===== config.mk =====
export PLATFORM = sky130hd
export DESIGN_NAME = vs_uart_rx_core
export DESIGN_NICKNAME = d
export VERILOG_FILES = /design/src/rtl/vs_uart_pkg.sv /design/src/rtl/vs_uart_rx_hold.sv /design/src/rtl/vs_uart_rx_core.sv
export SDC_FILE = /design/constraint.sdc
export NUM_CORES = 1
export LEC_CHECK = 0
export ABC_AREA = 1
export BUFFER_PORTS_ARGS = -buffer_cell sky130_fd_sc_hd__buf_4
export CAP_MARGIN = 25
export CORE_MARGIN = 3
export CORE_UTILIZATION = 40
export DETAILED_ROUTE_END_ITERATION = 16
export PLACE_DENSITY = 0.66
export SYNTH_ARGS = -nofsm -noshare
export SYNTH_HDL_FRONTEND = slang
export SYNTH_SLANG_ARGS = --single-unit

===== constraint.sdc =====
create_clock -name CLK -period 2.05 [get_ports CLK]
set_input_delay 0.1025 -clock CLK [delete_from_list [all_inputs] [get_ports CLK]]
set_output_delay 0.1025 -clock CLK [all_outputs]
set_load 0.005 [all_outputs]

===== src/rtl/vs_uart_pkg.sv =====
// vs_uart_pkg: shared receiver state encoding, parity mode codes and sample voting.
package vs_uart_pkg;

    typedef enum logic [2:0] {
        S_IDLE,
        S_START,
        S_DATA,
        S_PARITY,
        S_STOP1,
        S_STOP2,
        S_WEND
    } rx_state_t;

    localparam logic [1:0] PAR_NONE = 2'b00;
    localparam logic [1:0] PAR_EVEN = 2'b01;
    localparam logic [1:0] PAR_ODD  = 2'b10;

    function automatic logic maj3(input logic a, input logic b, input logic c);
        return (a & b) | (a & c) | (b & c);
    endfunction

endpackage


===== src/rtl/vs_uart_rx_hold.sv =====
// vs_uart_rx_hold: one-entry output register with valid/ready handshake and sticky overrun.
module vs_uart_rx_hold #(
    parameter int DATA_W = 8
) (
    input  logic              CLK,
    input  logic              RST,
    input  logic              ld,
    input  logic [DATA_W-1:0] ld_data,
    input  logic              ld_perr,
    input  logic              ld_ferr,
    input  logic              ready,
    output logic [DATA_W-1:0] data,
    output logic              perr,
    output logic              ferr,
    output logic              valid,
    output logic              ovr
);

    logic blocked;

    // A full register that is not being drained this cycle cannot take new data.
    assign blocked = valid & ~ready;

    always_ff @(posedge CLK or posedge RST) begin
        if (RST) begin
            data  <= '0;
            perr  <= 1'b0;
            ferr  <= 1'b0;
            valid <= 1'b0;
            ovr   <= 1'b0;
        end else begin
            if (ld && !blocked) begin
                data <= ld_data;
                perr <= ld_perr;
                ferr <= ld_ferr;
            end
            valid <= ld | blocked;
            ovr   <= (ld & blocked) | (ovr & ~(valid & ready));
        end
    end

endmodule


===== src/rtl/vs_uart_rx_core.sv =====
// vs_uart_rx_core: oversampled UART receiver with majority voting and a handshaked holding register.
// Define VS_UART_RX_BREAK_DET_EN to add the RX_BREAK output and suppress delivery of break frames.
module vs_uart_rx_core
    import vs_uart_pkg::*;
#(
    parameter int DATA_W = 8,
    parameter int OVS    = 16,
    parameter int CNT_W  = 5
) (
    input  logic              CLK,
    input  logic              RST,
    input  logic              RXD,
    input  logic              OVS_CE,
    input  logic [1:0]        PAR_MODE,
    input  logic              STOP2,
    output logic [DATA_W-1:0] RX_DATA,
    output logic              RX_PERR,
    output logic              RX_FERR,
    output logic              RX_VALID,
    input  logic              RX_READY,
    output logic              RX_OVR,
    output logic              RX_BUSY
`ifdef VS_UART_RX_BREAK_DET_EN
    ,
    output logic              RX_BREAK
`endif
);

    localparam int BCNT_W = 4;
    localparam logic [CNT_W-1:0]  C_S0   = CNT_W'(OVS / 2 - 2);
    localparam logic [CNT_W-1:0]  C_S1   = CNT_W'(OVS / 2 - 1);
    localparam logic [CNT_W-1:0]  C_MID  = CNT_W'(OVS / 2);
    localparam logic [CNT_W-1:0]  C_LAST = CNT_W'(OVS - 1);
    localparam logic [BCNT_W-1:0] B_LAST = BCNT_W'(DATA_W - 1);

    rx_state_t         state;
    logic [CNT_W-1:0]  ocnt;
    logic [BCNT_W-1:0] bcnt;
    logic              s0, s1;
    logic [DATA_W-1:0] shreg;
    logic              perr_r, ferr_r, done;
    logic [1:0]        pm;
    logic              st2;
    logic              bitv, par_en, mid, last;
`ifdef VS_UART_RX_BREAK_DET_EN
    logic              par_bit, brk;
    assign RX_BREAK = brk;
`endif

    assign bitv    = maj3(s0, s1, RXD);
    assign par_en  = (pm == PAR_EVEN) || (pm == PAR_ODD);
    assign mid     = ocnt == C_MID;
    assign last    = ocnt == C_LAST;
    assign RX_BUSY = state != S_IDLE;

    always_ff @(posedge CLK or posedge RST) begin
        if (RST) begin
            state  <= S_IDLE;
            ocnt   <= '0;
            bcnt   <= '0;
            s0     <= 1'b0;
            s1     <= 1'b0;
            shreg  <= '0;
            perr_r <= 1'b0;
            ferr_r <= 1'b0;
            done   <= 1'b0;
            pm     <= PAR_NONE;
            st2    <= 1'b0;
`ifdef VS_UART_RX_BREAK_DET_EN
            par_bit <= 1'b0;
            brk     <= 1'b0;
`endif
        end else begin
            done <= 1'b0;
`ifdef VS_UART_RX_BREAK_DET_EN
            brk <= 1'b0;
`endif
            if (state == S_WEND) begin
                if (RXD) state <= S_IDLE;
            end else if (OVS_CE) begin
                ocnt <= last ? '0 : ocnt + 1'b1;
                if (ocnt == C_S0) s0 <= RXD;
                if (ocnt == C_S1) s1 <= RXD;
                case (state)
                    S_IDLE: begin
                        ocnt <= '0;
                        if (!RXD) begin
                            state  <= S_START;
                            pm     <= PAR_MODE;
                            st2    <= STOP2;
                            bcnt   <= '0;
                            perr_r <= 1'b0;
                            ferr_r <= 1'b0;
                        end
                    end
                    S_START: begin
                        if (mid && bitv) begin
                            state <= S_IDLE;
                            ocnt  <= '0;
                        end else if (last) state <= S_DATA;
                    end
                    S_DATA: begin
                        if (mid) shreg <= {bitv, shreg[DATA_W-1:1]};
                        if (last) begin
                            bcnt <= (bcnt == B_LAST) ? '0 : bcnt + 1'b1;
                            if (bcnt == B_LAST) state <= par_en ? S_PARITY : S_STOP1;
                        end
                    end
                    S_PARITY: begin
                        if (mid) begin
                            perr_r <= bitv ^ (^shreg) ^ (pm == PAR_ODD);
`ifdef VS_UART_RX_BREAK_DET_EN
                            par_bit <= bitv;
`endif
                        end
                        if (last) state <= S_STOP1;
                    end
                    S_STOP1: begin
`ifdef VS_UART_RX_BREAK_DET_EN
                        if (mid && !bitv && shreg == '0 && !(par_en && par_bit)) begin
                            brk   <= 1'b1;
                            state <= S_WEND;
                            ocnt  <= '0;
                        end else
`endif
                        if (mid && st2) ferr_r <= !bitv;
                        else if (mid) begin
                            ferr_r <= !bitv;
                            done   <= 1'b1;
                            state  <= bitv ? S_IDLE : S_WEND;
                            ocnt   <= '0;
                        end else if (last && st2) state <= S_STOP2;
                    end
                    S_STOP2: begin
                        if (mid) begin
                            ferr_r <= ferr_r | !bitv;
                            done   <= 1'b1;
                            state  <= bitv ? S_IDLE : S_WEND;
                            ocnt   <= '0;
                        end
                    end
                    default: state <= S_IDLE;
                endcase
            end
        end
    end

    vs_uart_rx_hold #(.DATA_W(DATA_W)) u_hold (
        .CLK     (CLK),
        .RST     (RST),
        .ld      (done),
        .ld_data (shreg),
        .ld_perr (perr_r),
        .ld_ferr (ferr_r),
        .ready   (RX_READY),
        .data    (RX_DATA),
        .perr    (RX_PERR),
        .ferr    (RX_FERR),
        .valid   (RX_VALID),
        .ovr     (RX_OVR)
    );

endmodule


==> results.cfg, run 1 <==
[finish]
diodes = 0
area_delta_synth_final_pct = 18.1
nets = 316
design_area_mm2 = 0.00256
drive_above_1_share = 0.181
fin_util = 0.495

[setup_path]
cp_data_arrival_time_ns = 2.02
worstPathMaxFanout = 4
required_ns = 2.24
startpoint_type = flop
worst_path_most_repeated_cell = nand2_1
crit_path_end_kind = flop
critical_path.max_stage_delay_ns = 0.42
cp-startpoint = ocnt[0]
crit-reg2reg-launch = ocnt[0]
cp_num_buf_inv = 1
slowest_stage = dfrtp_1
crit_family = simple AND/OR/NAND/NOR gates
path_cells = inv_1 -> ha_1 -> nand2_1 -> nor2_1 -> nand2_1 -> nand2_2 -> nand2_1 -> nand2_1 -> nand2_1 -> nand2_2 -> nand2_2 -> nand2_1 -> nand2_1
worstSetupPathType = flop to flop

[floorplanning]
die_h_um = 79.6
die_x_um = 79.6
dieArea_mm2 = 0.00634
core_mm2 = 0.00517
pin_count = 21
initial_core_util = 0.419
std_cell_rows = 26

[synth]
synth_compound_area_frac = 0.107
syn-cell-area_mm2 = 0.00217
synth_cell_types = 32
synthXorXnorAreaFrac = 0.0364
synth-main-ff-cell = dfrtp_1
synth_top_cell_by_area = dfrtp_1
synth.top_cell.area_share = 0.462
synthTopCellsByArea = dfrtp_1, nand2_1, o21ai_0, inv_1, nand3_1
synth_edf_count = 0
synth-simple-area-share = 0.276
avgSynthCellArea_um2 = 7.94
ys_seq_elements = 40
synth_nets = 286
syn_inst = 273
synth_top_family_by_area = simple AND/OR/NAND/NOR gates
ys_top_cells_by_count = nand2_1, dfrtp_1, inv_1, o21ai_0, nand3_1
seq_area_frac_synth = 0.462
synth_fa_ha_area_frac = 0.0289
synthMuxAreaShare = 0.0156
async_reset_ff_frac = 1.00
yosysMostFrequentCell = nand2_1
synth_warnings = 0

[pwr]
cellLeakagePower_nw = 1.26
power.density_mw_per_mm2 = 1050
seq_power_share = 0.397
ir_drop_mv = 0.590
pwr-share-comb = 0.355
clockPowerShare = 0.248
p_sw_frac = 0.388
internal_power_mw = 1.65
switching_power_mw = 1.05

[timing]
fin_hold_ws_ns = 0.0201
tightest_slew_ns = 0.500
fin_crit_sh = 0.892
max-slew-margin-rel = 0.667
skew_ns = 0.00849
worst_slack_ns = 0.221
finalHoldViolations = 0
max_freq_mhz = 547
finalSetupTns_ns = 0
finalSetupViolCount = 0
fin_crit_ns = 1.83
drv_slew = 0
rsz0062_at_grt = false

[min_path]
hold_path_class = input pin to flop
hp-start = PAR_MODE[0]

[clock_tree]
cts_tree = done
cts_root_buf = clkbuf_8
cts_buffers = 5
cts-htree-levels = 2
clock_latency_ns = 0.30
cts_sinks = 40
cts_buffer_depth = 2
cts.reportedPaths.clkPinSlew_ns = 0.08

[global_routing]
grt_pass1_vias = 1744
grtUsageTotal = 0.156
grt_antenna_before_repair = 0
grt_pass1_wl_um = 7690
grt_max_degree = 41
grt-ovfl-total = 0

[place]
hpwl_um = 3130
pre_cts_slack_ns = 0.241
placed_cell_area_mm2 = 0.00241
port_buffers = 20
gp_congestion = 0.914

[drt]
wirelength_um = 4290
wire_per_inst_um = 11.5
num_vias = 1784
drc = 0
drt-initial-drc-count = 48
viasPerCell = 4.77
ant_nets = 0
drt_first_pass_iters = 6

[status]
outcome = finished, final reports clean

[run]
timing.max_cap.violations = 0
## layout make-up
type | count | area (um^2)
repair buffers | 27 | 210
clock buffers | 5 | 68.8
flip-flops and latches | 40 | 1000
inverters | 36 | 140
multi-input cells | 193 | 1010
well taps | 70 | 87.6
clock inverters | 3 | 47.5
fillers | 504 | 2610
## sequential cells by signal, indices dropped and copies added, names as in the netlist, 2 cells and up
register / flops
ocnt: 5
pm: 2
state: 3
shreg: 8
bcnt: 4
u_hold.data: 8
## cells by family (layout without fill, tap and decap cells)
kind of cell,after synthesis,after routing
xor gates and xnor gates,9,9
DFF,40,40
AOI/OAI and AO/OA,44,44
buffers and inverters,40,71
muxes,3,3
adders and majority gates,5,5
and+or+nand+nor,132,132
## worst min-delay path, stage by stage
cell and delay [ns]:
buf_4 0.07, nand2_1 0.04, o21ai_0 0.06
## path summary, 6_finish.rpt
kind	to	slack, ns	cells after the start
worst max-delay path	state[2]	0.22	13
max in group asynchronous	state[2]	1.22	4
worst min-delay path	pm[0]	0.02	3
worst min register to register	u_hold.data[7]	0.49	2
worst max register to register	state[2]	0.22	13
min in group asynchronous	u_hold.valid	0.47	4
## metal layers
| layer | global-route usage | vias up | routed length (um) |
|---|---|---|---|
| met5 | 0 | - | 0 |
| met4 | 0.0395 | 0 | 35 |
| met2 | 0.250 | 34 | 1920 |
| met1 | 0.198 | 806 | 2090 |
| met3 | 0.0587 | 5 | 237 |
| li1 | - | 939 | - |
## timing repair
item	in CTS	in global routing
endpoints found under the hold margin	41	1
hold buffers	2	1
buffers inserted	0	0
resized for setup	0	0
## cells in the final DEF (no fill, tap or decap), types with 3 or more instances in the layout
cell type      Yosys  routed
dfrtp_1           40      40
nand3_1           19      19
nor2_1            11      11
nor3_2             3       3
xnor2_1            4       4
dlygate4sd3_1      0       3
nand2_2            5       5
a21oi_1            6       6
nand2_1           81      81
clkbuf_8           0       5
inv_1             30      30
nor3_1             4       4
o21ai_1            6       6
o21ai_0           27      27
ha_1               5       5
xor2_1             5       5
buf_4              1      24
clkinv_4           1       3
inv_2              5       5
## power groups by stage
stage / clock, mW / combinational, mW / sequential, mW
3_5_place_dp: 0 / 0.946 / 1.08
6_report: 0.670 / 0.958 / 1.07
4_1_cts: 0.694 / 0.957 / 1.07
5_1_grt: 0.734 / 1.12 / 1.10
2_1_floorplan: 0 / 0.750 / 1.04
3_3_place_gp: 0 / 0.939 / 1.08
## metrics by stage
step | std cells | power, mW
floorplan | 273 | 1.79
CTS | 373 | 2.72
finish | 374 | 2.70
detailed placement | 363 | 2.03
global placement | 363 | 2.02
global route | 374 | 2.95
Note: power is estimated with default switching activity, not from simulation.
==> run 2, diff against run 1 <==
- PLACE_DENSITY: 0.66 -> 0.59
==> run 2 against run 1 <==
  * Combinational power shrank 0.6%
  * Cell area down 0.49%
  * Via count is 0.28% lower
  * Sequential share of layout area up 0.19 points
  * Critical path depth did not move
  * Sequential power hardly changed
  * Die area stayed put
  * Critical path type unchanged
  * Largest cell class unchanged
  * Highest routed layer unchanged
==> results.cfg, run 2 (synthesis gave the netlist of run 1 again) <==
[finish]
layout_commonest_cell = nand2_1
reg_top3 = shreg: 8 flops, u_hold.data: 8 flops, ocnt: 5 flops
final_cell_mix = nand2_1, dfrtp_1, inv_1, o21ai_0, buf_4
design_area_mm2 = 0.00255
diodes = 0
finalNonFillerCells = 372
area_delta_synth_final_pct = 17.5
drive_above_1_share = 0.179
nets = 314

[clock_tree]
cts.reportedPaths.clkPinSlew_ns = 0.08
clock_latency_ns = 0.30
cts_tree = done
cts-htree-levels = 2
cts_sinks = 40
cts_buffers = 5
cts_buffer_depth = 2
ctsResizeCount = 0
cts_root_buf = clkbuf_8

[pwr]
cellLeakagePower_nw = 1.26
ir_drop_mv = 0.662
power_mw = 2.72
power.density_mw_per_mm2 = 1070

[place]
hpwl_um = 3210
place_inst = 362
placed_cell_area_mm2 = 0.00241
port_buffers = 20
gp_congestion = 0.859

[global_routing]
grt_pass1_wl_um = 7370
grt_antenna_before_repair = 0
grtUsageTotal = 0.150
grt_max_degree = 41
grt_pass1_vias = 1584
grt-ovfl-total = 0

[timing]
max-slew-margin-rel = 0.667
fin_crit_sh = 0.890
fin_crit_ns = 1.82
skew_ns = 0.00517
drv_slew = 0
finalSetupViolCount = 0
finalHoldViolations = 0
finalSetupTns_ns = 0
tightest_slew_ns = 0.499
fin_hold_ws_ns = 0.00796
rsz0062_at_grt = false
max_freq_mhz = 548

[floorplanning]
die_x_um = 79.6
pin_count = 21
core_mm2 = 0.00517
dieArea_mm2 = 0.00634
std_cell_rows = 26
initial_core_util = 0.419
die_h_um = 79.6

[drt]
wl_met3_um = 205
viasPerCell = 4.78
top_layer = met4
wire_per_inst_um = 11.6
ant_nets = 0
wirelength_um = 4330
num_vias = 1779
drt-initial-drc-count = 67
drt_first_pass_iters = 4
drc = 0
wl_met2_um = 1870
met1_length_um = 2160

[setup_path]
worst_path_most_repeated_cell = nand2_1
crit_family = simple AND/OR/NAND/NOR gates
path_cells = inv_1 -> ha_1 -> nand2_1 -> nor2_1 -> nand2_1 -> nand2_2 -> nand2_1 -> nand2_1 -> nand2_1 -> nand2_2 -> nand2_2 -> nand2_1 -> nand2_1
crit_path_end_kind = flop
cp_num_buf_inv = 1
worstPathMaxFanout = 4
startpoint_type = flop
cp_data_arrival_time_ns = 2.02
worstSetupPathType = flop to flop
slowest_stage = dfrtp_1
required_ns = 2.24
critical_path.max_stage_delay_ns = 0.41

[run]
timing.max_cap.violations = 0

[min_path]
hold_path_class = input pin to flop

[status]
outcome = finished, final reports clean
run 2: cell count changes in the layout (fill, tap and decap cells not counted), sizes merged:
cell,change
buf,-1
clkbuf,+1
dlygate4sd3,-1
clkinv,-1
run 2: layout make-up:
class / count / area, um^2
clock buffers: 6 / 82.6
clock inverters: 2 / 38.8
fillers: 517 / 2620
inverters: 36 / 140
multi-input cells: 193 / 1010
flip-flops and latches: 40 / 1000
well taps: 70 / 87.6
repair buffers: 25 / 193
run 2: routing by layer:
metal | track usage | vias up
met5 | 0 | -
met4 | 0.0619 | 0
met3 | 0.0339 | 9
met2 | 0.219 | 42
met1 | 0.215 | 799
li1 | - | 929
run 2: per-stage QoR:
step,setup WS (ns),utilization
after global placement,0.265,0.465
after detailed placement,0.234,0.465
after CTS,0.230,0.493
final,0.226,0.493
after global routing,0.0328,0.493
after floorplan,0.480,-
run 2: where the power goes:
part / internal [mW] / switching [mW]
Sequential: 0.931 / 0.143
Combinational: 0.345 / 0.607
Clock: 0.398 / 0.297
run 2: worst register-to-register path, cell delays in order, from the launching register on:
cell     delay, ns
dfrtp_1       0.41
inv_1         0.11
ha_1          0.17
nand2_1       0.06
nor2_1        0.26
nand2_1       0.15
nand2_2       0.12
nand2_1       0.05
nand2_1       0.06
nand2_1       0.07
nand2_2       0.09
nand2_2       0.07
nand2_1       0.07
nand2_1       0.05
run 2: timing repair:
| action | 4_1_cts | 5_1_grt |
|---|---|---|
| endpoints found under the hold margin | 41 | 0 |
| hold buffers | 2 | 0 |
| setup buffers | 0 | 0 |
run 2: worst paths after layout:
| check | start | end | slack (ns) | cells after the start |
|---|---|---|---|---|
| worst min register to register | u_hold.data[7] | u_hold.data[7] | 0.49 | 2 |
| max in group asynchronous | RST | s1 | 1.22 | 4 |
| worst max register to register | ocnt[0] | state[0] | 0.23 | 13 |
| min in group asynchronous | RST | u_hold.valid | 0.47 | 4 |
| worst max-delay path | ocnt[0] | state[0] | 0.23 | 13 |
| worst min-delay path | PAR_MODE[0] | pm[0] | 0.008 | 3 |
==> run 3, diff against run 2 <==
- CELL_PAD_IN_SITES_DETAIL_PLACEMENT: not set -> 0
- CELL_PAD_IN_SITES_GLOBAL_PLACEMENT: not set -> 2
- CORE_UTILIZATION: 40 -> 35
- GPL_TIMING_DRIVEN: not set -> 0
- PLACE_DENSITY: 0.59 -> 0.81
==> run 3 against run 2 <==
  * The run now ends with hold timing left
  * Utilization shrank 6.4 points
  * Die area grew 13%
  * Critical path type unchanged
  * Worst setup slack lost 0.023 ns
  * Routed wire length grew 9.6%
  * Register-to-register slack lost 0.02 ns
  * Cell area is essentially flat
  * First-iteration DRC count shrank 15%
==> results.cfg, run 3 (synthesis gave the netlist of run 1 again) <==
[clock_tree]
cts_root_buf = clkbuf_8
cts_buffers = 5
cts_tree = done
cts_buffer_depth = 2
clock_latency_ns = 0.29
cts-htree-levels = 2
cts_sinks = 40
cts.reportedPaths.clkPinSlew_ns = 0.08

[setup_path]
critical_path.max_stage_delay_ns = 0.41
regToRegSetupSlack_ns = 0.20
crit_path_end_kind = flop
required_ns = 2.23
cp_data_arrival_time_ns = 2.03
r2r-end = state[0]
rr_worst_depth = 13
worst_path_most_repeated_cell = nand2_1
slowest_stage = dfrtp_1
crit-reg2reg-launch = ocnt[0]
worstSetupPathType = flop to flop
path_cells = inv_1 -> ha_1 -> nand2_1 -> nor2_1 -> nand2_1 -> nand2_2 -> nand2_1 -> nand2_1 -> nand2_1 -> nand2_2 -> nand2_2 -> nand2_1 -> nand2_1
worstPathMaxFanout = 4
startpoint_type = flop

[timing]
max_freq_mhz = 542
fin_hold_ws_ns = -0.0153
drv_slew = 0
finalSetupTns_ns = 0
fin_crit_sh = 0.901
finalSetupViolCount = 0
tightest_slew_ns = 0.848
skew_ns = 0.00572
fin_crit_ns = 1.85
finalHoldViolations = 21
max-slew-margin-rel = 0.434
rsz0062_at_grt = false

[floorplanning]
die_h_um = 84.7
initial_core_util = 0.364
dieArea_mm2 = 0.00718
core_mm2 = 0.00596
die_x_um = 84.7
std_cell_rows = 28
pin_count = 21

[drt]
ant_nets = 0
wire_per_inst_um = 12.6
drt_first_pass_iters = 4
viasPerCell = 4.70
drc = 0
num_vias = 1768
drt-initial-drc-count = 57
wirelength_um = 4750

[global_routing]
grt_antenna_before_repair = 0
grt_max_degree = 41
grtUsageTotal = 0.141
grt-ovfl-total = 0
grt_pass1_wl_um = 8200
grt_pass1_vias = 1753

[pwr]
power.density_mw_per_mm2 = 1100
ir_drop_mv = 0.485
power_mw = 2.80
cellLeakagePower_nw = 1.25

[finish]
layout_commonest_cell = nand2_1
nets = 314
fill_cells = 648
reg_top3 = shreg: 8 flops, u_hold.data: 8 flops, ocnt: 5 flops
diodes = 0
design_area_mm2 = 0.00255
finalNonFillerCells = 376
drive_above_1_share = 0.179
area_delta_synth_final_pct = 17.7
final_cell_mix = nand2_1, dfrtp_1, inv_1, o21ai_0, buf_4

[place]
gp_congestion = 0.782
placed_cell_area_mm2 = 0.00241
place_inst = 368
port_buffers = 20
hpwl_um = 3560

[run]
timing.max_cap.violations = 0

[status]
outcome = finished, violations left
violations = hold timing

[min_path]
hold_path_class = input pin to async pin
-- run 3: changes by cell type in the layout (fill, tap and decap cells not counted) --
cell,change
buf_2,+2
buf_4,-2
bufinv_16,+1
clkbuf_1,+1
clkbuf_8,-1
clkinv_4,-1
dlygate4sd3_1,-1
inv_1,-1
inv_2,+1
-- run 3: critical path: cells and delay by family (launching register included) --
family	cells	cell delay (ns)
simple gates	11	1.01
flops	1	0.41
fa+ha+maj	1	0.19
buf+inv	1	0.10
-- run 3: worst max path at each step --
stage / start / endpoint / slack, ns / cells past startpoint
4_1_cts: ocnt[0] / state[0] / 0.17 / 13
5_1_grt: ocnt[0] / ocnt[0] / 0.009 / 9
3_5_place_dp: ocnt[0] / state[0] / 0.19 / 13
6_report: ocnt[0] / state[0] / 0.20 / 13
3_3_place_gp: ocnt[0] / state[2] / 0.21 / 13
2_1_floorplan: ocnt[0] / state[0] / 0.48 / 13
-- run 3: timing repair --
action,4_1_cts,5_1_grt
buffers inserted,0,0
resized for setup,0,0
endpoints found under the setup margin,0,0
hold buffers,1,0
hold endpoints to repair,1,0
-- run 3: where the power goes --
group          switching [mW]  internal, mW  leakage (nW)
clock network           0.283         0.480        0.0642
registers               0.126         0.931         0.542
logic                   0.634         0.349         0.646
total                    1.04          1.76          1.25
-- run 3: metal layers --
metal,up-vias,part of all wire,track usage
met5,-,0,0
met4,0,0.0093,0.0302
met3,5,0.039,0.0334
met2,36,0.46,0.227
met1,795,0.49,0.194
li1,932,-,-
-- run 3: cell type report --
cell class                      count  area [um^2]  area share
Buffer                              4         21.3     0.00834
Timing Repair Buffer               21          160      0.0628
Inverter                           36          140      0.0549
Tap cell                           75         93.8      0.0368
Sequential cell                    40         1000       0.392
Clock buffer                        5         68.8      0.0270
Multi-Input combinational cell    193         1010       0.394
Clock inverter                      2         60.1      0.0235
-- run 3: per-stage QoR --
stage / worst slack, ns / hold WS [ns] / utilization
2_1_floorplan: 0.480 / 0.192 / -
3_3_place_gp: 0.207 / 0.293 / 0.405
3_5_place_dp: 0.188 / 0.294 / 0.405
4_1_cts: 0.173 / 0.0159 / 0.428
5_1_grt: 0.00873 / 0.0254 / 0.428
6_report: 0.204 / -0.0153 / 0.428
